`src/rtl/bram_port_master.sv`:
```
// Initiator for a 32-bit BRAM port: turns a valid/ready request stream into BRAM cycles and
// returns read data through a credit-managed response FIFO. Optional: BRAM_PORT_MASTER_RANGE_CHECK_EN.
module bram_port_master #(
    parameter int unsigned C_MEMSIZE      = 'h8000,
    parameter int unsigned C_READ_LATENCY = 1,
    parameter int unsigned C_PORT_AWIDTH  = 32
) (
    input  logic                     Clk,
    input  logic                     Rst_n,
    input  logic                     Req_Valid,
    output logic                     Req_Ready,
    input  logic                     Req_Wr,
    input  logic [0:31]              Req_Addr,
    input  logic [0:3]               Req_BE,
    input  logic [0:31]              Req_WData,
    output logic                     Rsp_Valid,
    input  logic                     Rsp_Ready,
    output logic [0:31]              Rsp_RData,
    output logic                     Rsp_Err,
    output logic                     BRAM_Rst,
    output logic                     BRAM_Clk,
    output logic                     BRAM_EN,
    output logic [0:3]               BRAM_WEN,
    output logic [0:C_PORT_AWIDTH-1] BRAM_Addr,
    output logic [0:31]              BRAM_Dout,
    input  logic [0:31]              BRAM_Din
);

    localparam int unsigned   D        = C_READ_LATENCY + 2;
    localparam int unsigned   PW       = $clog2(D);
    localparam int unsigned   CW       = $clog2(D) + 1;
    localparam logic [PW-1:0] PTR_LAST = PW'(D - 1);

    if (C_READ_LATENCY == 0 || C_READ_LATENCY > 2 || (C_MEMSIZE & (C_MEMSIZE - 1)) != 0) begin : g_bad_params
        $error("bram_port_master: C_READ_LATENCY must be 1 or 2 and C_MEMSIZE a power of two");
    end

    logic                      fire;
    logic                      issue_en;
    logic                      rd_issue;
    logic                      req_oob;
    logic                      push;
    logic                      push_err;
    logic [0:31]               push_data;
    logic                      pop;
    logic [C_READ_LATENCY-1:0] pipe_vld_q, pipe_vld_d;
    logic [C_READ_LATENCY-1:0] pipe_err_q, pipe_err_d;
    logic [PW-1:0]             wr_ptr_q, wr_ptr_d;
    logic [PW-1:0]             rd_ptr_q, rd_ptr_d;
    logic [CW-1:0]             count_q, count_d;
    logic [CW-1:0]             pipe_cnt;
    logic                      ready_q, ready_d;
    logic [0:31]               data_mem [D];
    logic                      unused_addr_lsbs;

    assign BRAM_Rst  = ~Rst_n;
    assign BRAM_Clk  = Clk;

    // Out-of-range requests still handshake and consume a credit, but never reach the BRAM.
    assign fire      = Req_Valid & ready_q;
    assign issue_en  = fire & ~req_oob;
    assign rd_issue  = fire & ~Req_Wr;
    assign BRAM_EN   = issue_en;
    assign BRAM_WEN  = (issue_en & Req_Wr) ? Req_BE : 4'b0000;
    assign BRAM_Addr = {Req_Addr[32-C_PORT_AWIDTH:29], 2'b00};
    assign BRAM_Dout = Req_WData;
    assign Req_Ready = ready_q;

    assign unused_addr_lsbs = ^Req_Addr[30:31];

    assign push      = pipe_vld_q[C_READ_LATENCY-1];
    assign push_err  = pipe_err_q[C_READ_LATENCY-1];
    assign push_data = push_err ? 32'h0 : BRAM_Din;

    assign Rsp_Valid = (count_q != '0);
    assign pop       = Rsp_Valid & Rsp_Ready;
    assign Rsp_RData = Rsp_Valid ? data_mem[rd_ptr_q] : 32'h0;

    always_comb begin
        // NOTE: every always_comb output gets a default first so no path can infer a latch.
        pipe_vld_d    = '0;
        pipe_err_d    = '0;
        pipe_vld_d[0] = rd_issue;
        pipe_err_d[0] = rd_issue & req_oob;
        for (int i = 1; i < int'(C_READ_LATENCY); i++) begin
            pipe_vld_d[i] = pipe_vld_q[i-1];
            pipe_err_d[i] = pipe_err_q[i-1];
        end
    end

    always_comb begin
        wr_ptr_d = wr_ptr_q;
        rd_ptr_d = rd_ptr_q;
        count_d  = count_q;
        pipe_cnt = '0;
        if (push) wr_ptr_d = (wr_ptr_q == PTR_LAST) ? '0 : wr_ptr_q + PW'(1);
        if (pop)  rd_ptr_d = (rd_ptr_q == PTR_LAST) ? '0 : rd_ptr_q + PW'(1);
        case ({push, pop})
            2'b10:   count_d = count_q + CW'(1);
            2'b01:   count_d = count_q - CW'(1);
            default: count_d = count_q;
        endcase
        for (int i = 0; i < int'(C_READ_LATENCY); i++) begin
            pipe_cnt = pipe_cnt + CW'(pipe_vld_d[i]);
        end
        // Every read in the pipe owns a FIFO slot, so the FIFO cannot overflow.
        ready_d = (pipe_cnt + count_d) < CW'(D);
    end

    always_ff @(posedge Clk or negedge Rst_n) begin
        if (!Rst_n) begin
            // NOTE: state registers use non-blocking assignments so every flop samples pre-edge values.
            pipe_vld_q <= '0;
            pipe_err_q <= '0;
            wr_ptr_q   <= '0;
            rd_ptr_q   <= '0;
            count_q    <= '0;
            ready_q    <= 1'b0;
        end else begin
            pipe_vld_q <= pipe_vld_d;
            pipe_err_q <= pipe_err_d;
            wr_ptr_q   <= wr_ptr_d;
            rd_ptr_q   <= rd_ptr_d;
            count_q    <= count_d;
            ready_q    <= ready_d;
        end
    end

    // NOTE: FIFO storage is not reset; outputs are gated by Rsp_Valid, so stale entries are never seen.
    always_ff @(posedge Clk) begin
        if (push) data_mem[wr_ptr_q] <= push_data;
    end

`ifdef BRAM_PORT_MASTER_RANGE_CHECK_EN
    logic err_mem [D];

    assign req_oob = (Req_Addr >= 32'(C_MEMSIZE));
    assign Rsp_Err = Rsp_Valid & err_mem[rd_ptr_q];

    always_ff @(posedge Clk) begin
        if (push) err_mem[wr_ptr_q] <= push_err;
    end
`else
    assign req_oob = 1'b0;
    assign Rsp_Err = 1'b0;
`endif

endmodule

```
`config.mk`:
```
export PLATFORM = sky130hd
export DESIGN_NAME = bram_port_master
export DESIGN_NICKNAME = d
export VERILOG_FILES = /design/src/rtl/bram_port_master.sv
export SDC_FILE = /design/constraint.sdc
export NUM_CORES = 1
export LEC_CHECK = 0
export CORE_MARGIN = 1.5
export CORE_UTILIZATION = 35
export CTS_BUF_LIST = sky130_fd_sc_hd__clkbuf_4 sky130_fd_sc_hd__clkbuf_8 sky130_fd_sc_hd__clkbuf_16
export DETAILED_ROUTE_END_ITERATION = 10
export PLACE_DENSITY = 0.69
export SLEW_MARGIN = 10
export SYNTH_ARGS = -nofsm -noshare
export SYNTH_HDL_FRONTEND = slang
export SYNTH_SLANG_ARGS = --single-unit
```
`constraint.sdc`:
```
create_clock -name Clk -period 7.8 [get_ports Clk]
set_input_delay 0.78 -clock Clk [delete_from_list [all_inputs] [get_ports Clk]]
set_output_delay 0.78 -clock Clk [all_outputs]
set_load 0.01 [all_outputs]
```
==> impl_metrics.yaml <==
drt:
  wirelength_mm: 9.65
  antenna_violating_nets_post_route: 0
  drt_iter0_drc: 94
  drt_drc_violations_left: 0
  dr_total_vias: 2408
  wl_per_cell_microns: 18.4
  post_dr_vias_cell: 4.60
  drtPass1Iterations: 3
run_status:
  status: "finished clean"
clock_tree:
  clkTransAtPathRegs_ps: 60
  cts_resized: 0
  ctsHoldBuffers: 0
  cts_setup_buffers: 0
  tritoncts_clock_tree: "done"
  worst_skew_pair.late_latency_ps: 450
logic_synthesis:
  synth_enable_flop_cells: 96
  synth_top_cell_by_area: "sky130_fd_sc_hd__edfxtp_1"
  postSynth.topFlopCell: "sky130_fd_sc_hd__edfxtp_1"
  seq_area_frac_synth_pct: 64.8
  syn-mean-instance-area_sq_um: 15.0
  asyncSetResetFlopFracSynth_pct: 8.57
  post-synth-top-count-cell: "sky130_fd_sc_hd__edfxtp_1"
  syn-cell-area_sq_um: 4790
  yosys_warnings: 0
  synth_cells: 320
  most_frequent_cells_after_synthesis: "sky130_fd_sc_hd__edfxtp_1 (96), sky130_fd_sc_hd__buf_4 (69), sky130_fd_sc_hd__nor2_1 (34)"
  synth_seq_cells: 105
  top_area_cell_type_share_of_the_netlist_area_pct: 60.1
  synthDistinctLibCells: 31
  ys_top_cells_by_area: "sky130_fd_sc_hd__edfxtp_1 (60%), sky130_fd_sc_hd__buf_4 (11%), sky130_fd_sc_hd__mux2_1 (7.0%)"
critical_path:
  worst-r2r-setup-slack_ps: 4900
  worst_r2r_endpoint: "Req_Ready$_DFF_PN0_"
  reg2reg_from: "count_q[2]$_DFF_PN0_"
  required_ps: 7020
  setup.worst_path.end_class: "output pin"
  worstSetupStartpointType: "clock port"
  worstRegToRegCells: 9
  critical_path.startpoint: "Clk"
  critical_path_class: "clock port to output pin"
  worst-endpoint-arrival_ps: 4600
  worstPathMaxFanout: 2
global_routing:
  grt.total_usage_pct: 13.8
  grt_first_pass_wirelength_mm: 14.4
  grt_remaining_overflow: 0
  grt_pass1_vias: 2527
  grt_antenna_before_repair: 0
  grt_max_degree: 36
timing:
  actual_transition_at_the_worst_max_transition_pin_ps: 1100
  setup_total_negative_slack_ps: 0
  timing.final.max_slew_violations: 0
  slew-limit-headroom_pct: 26.7
  final-hold-violation-count: 0
  grt_setup_unrepaired: "false"
  skew_ps: 6.20
  holdWs_ps: 582
  finalSetupViolCount: 0
power:
  irDropWorstVdd_uv: 141
  power_density_nw_per_um2: 339
  leakage_nw: 1.97
job:
  maxCapViolCount: 0
place:
  finalWeightedCongestion: 0.732
  port_buffers: 81
  detailedPlacementHpwl_mm: 6.36
die:
  start_util_pct: 36.1
  core_region_area_sq_um: 13300
  die_area_sq_um: 14400
  dieHeight_microns: 120
  die_width_microns: 120
  pin_count: 211
  std_cell_rows: 42
worst_hold_path:
  worst_hold_path_type: "flip-flop to flip-flop"
  hold_end: "wr_ptr_q[0]$_DFFE_PN0P_"
  worstHoldPathCells: 1
  min_from: "wr_ptr_q[0]$_DFFE_PN0P_"
layout:
  area_growth_synth_to_finish_pct: 18.8
  antenna_cells: 0
  num-nets-final: 452
  fillers: 1185
  final_layout_size_suffix_gt1_share_pct: 9.48
## placed cells by master, fill, tap and decap left out, types with 2 or more instances in the layout
| cell type | count |
|---|---|
| sky130_fd_sc_hd__edfxtp_1 | 96 |
| sky130_fd_sc_hd__clkdlybuf4s50_1 | 81 |
| sky130_fd_sc_hd__nor2_1 | 33 |
| sky130_fd_sc_hd__mux2i_1 | 32 |
| sky130_fd_sc_hd__mux2_1 | 30 |
| sky130_fd_sc_hd__clkbuf_16 | 12 |
| sky130_fd_sc_hd__dfrtp_1 | 7 |
| sky130_fd_sc_hd__and2_1 | 6 |
| sky130_fd_sc_hd__mux2_2 | 3 |
| sky130_fd_sc_hd__inv_1 | 3 |
| sky130_fd_sc_hd__nand2_1 | 3 |
| sky130_fd_sc_hd__nand2b_1 | 3 |
| sky130_fd_sc_hd__a21o_1 | 3 |
| sky130_fd_sc_hd__ha_1 | 3 |
| sky130_fd_sc_hd__conb_1 | 3 |
| sky130_fd_sc_hd__buf_4 | 3 |
| sky130_fd_sc_hd__xnor2_1 | 2 |
| sky130_fd_sc_hd__clkbuf_4 | 2 |
| sky130_fd_sc_hd__bufinv_16 | 2 |
| sky130_fd_sc_hd__clkinvlp_4 | 2 |
| sky130_fd_sc_hd__dfrtp_2 | 2 |
## power breakdown
| part | switching, mW | total (mW) | internal (mW) |
|---|---|---|---|
| Sequential | 0.104 | 0.774 | 0.670 |
| Clock | 0.200 | 0.561 | 0.362 |
| Combinational | 0.249 | 0.597 | 0.348 |
| Total | 0.553 | 1.93 | 1.38 |
## cells by family after synthesis
logic type | share of synthesized area [%]
AO/OA/AOI/OAI | 1.51
XOR/XNOR | 0.548
adder cells (fa/ha/maj) | 1.20
buffers and inverters | 12.5
flip-flops | 64.8
multiplexers | 14.4
other | 0.0782
AND/OR/NAND/NOR | 4.91
## state kept, by name, summed over array words and instances (netlist names)
name and flops:
count_q 3, data_mem 96, rd_ptr_q 2, pipe_vld_q 1
wr_ptr_q 2, Req_Ready 1
## per-stage QoR
step                      worst slack, ps  instances  power, mW  util (%)  cell area, sq um
final                                2420        524       1.93      42.8              5690
after floorplan                      3000        322       1.15         -              4800
after CTS                            2410        524       1.97      42.8              5690
after global placement               2670        505       1.40      39.8              5300
after detailed placement             2670        505       1.41      39.8              5300
after global routing                 2400        524       2.03      42.8              5690
## critical path, stage by stage
cell and delay (ps):
sky130_fd_sc_hd__clkbuf_16 120, sky130_fd_sc_hd__clkbuf_16 120, sky130_fd_sc_hd__clkdlybuf4s50_1 460
## worst max-delay path by stage
| stage | end | slack [ps] |
|---|---|---|
| floorplan | BRAM_Clk | 3000 |
| global placement | BRAM_Clk | 2670 |
| detailed placement | BRAM_Clk | 2670 |
| CTS | BRAM_Clk | 2410 |
| global route | BRAM_Clk | 2400 |
| finish | BRAM_Clk | 2420 |
## layout make-up
class	count	area (sq um)	share of cell area, %
sequential	105	3110	54.6
multi-input combinational	136	1120	19.6
timing repair buffer	83	823	14.5
clock buffer	15	325	5.71
tap	176	220	3.87
clock inverter	5	80.1	1.41
inverter	4	15.0	0.264
## metal layers
metal / global-route usage (%) / part of all wire, % / routed length (microns) / vias up
met3: 5.18 / 7.6 / 734 / 37
met5: 0 / 0 / 0 / -
met2: 23.5 / 52 / 4970 / 110
met1: 14.8 / 37 / 3610 / 1141
met4: 7.37 / 3.4 / 329 / 0
li1: - / - / - / 1120
(Power assumes the default switching activity.)
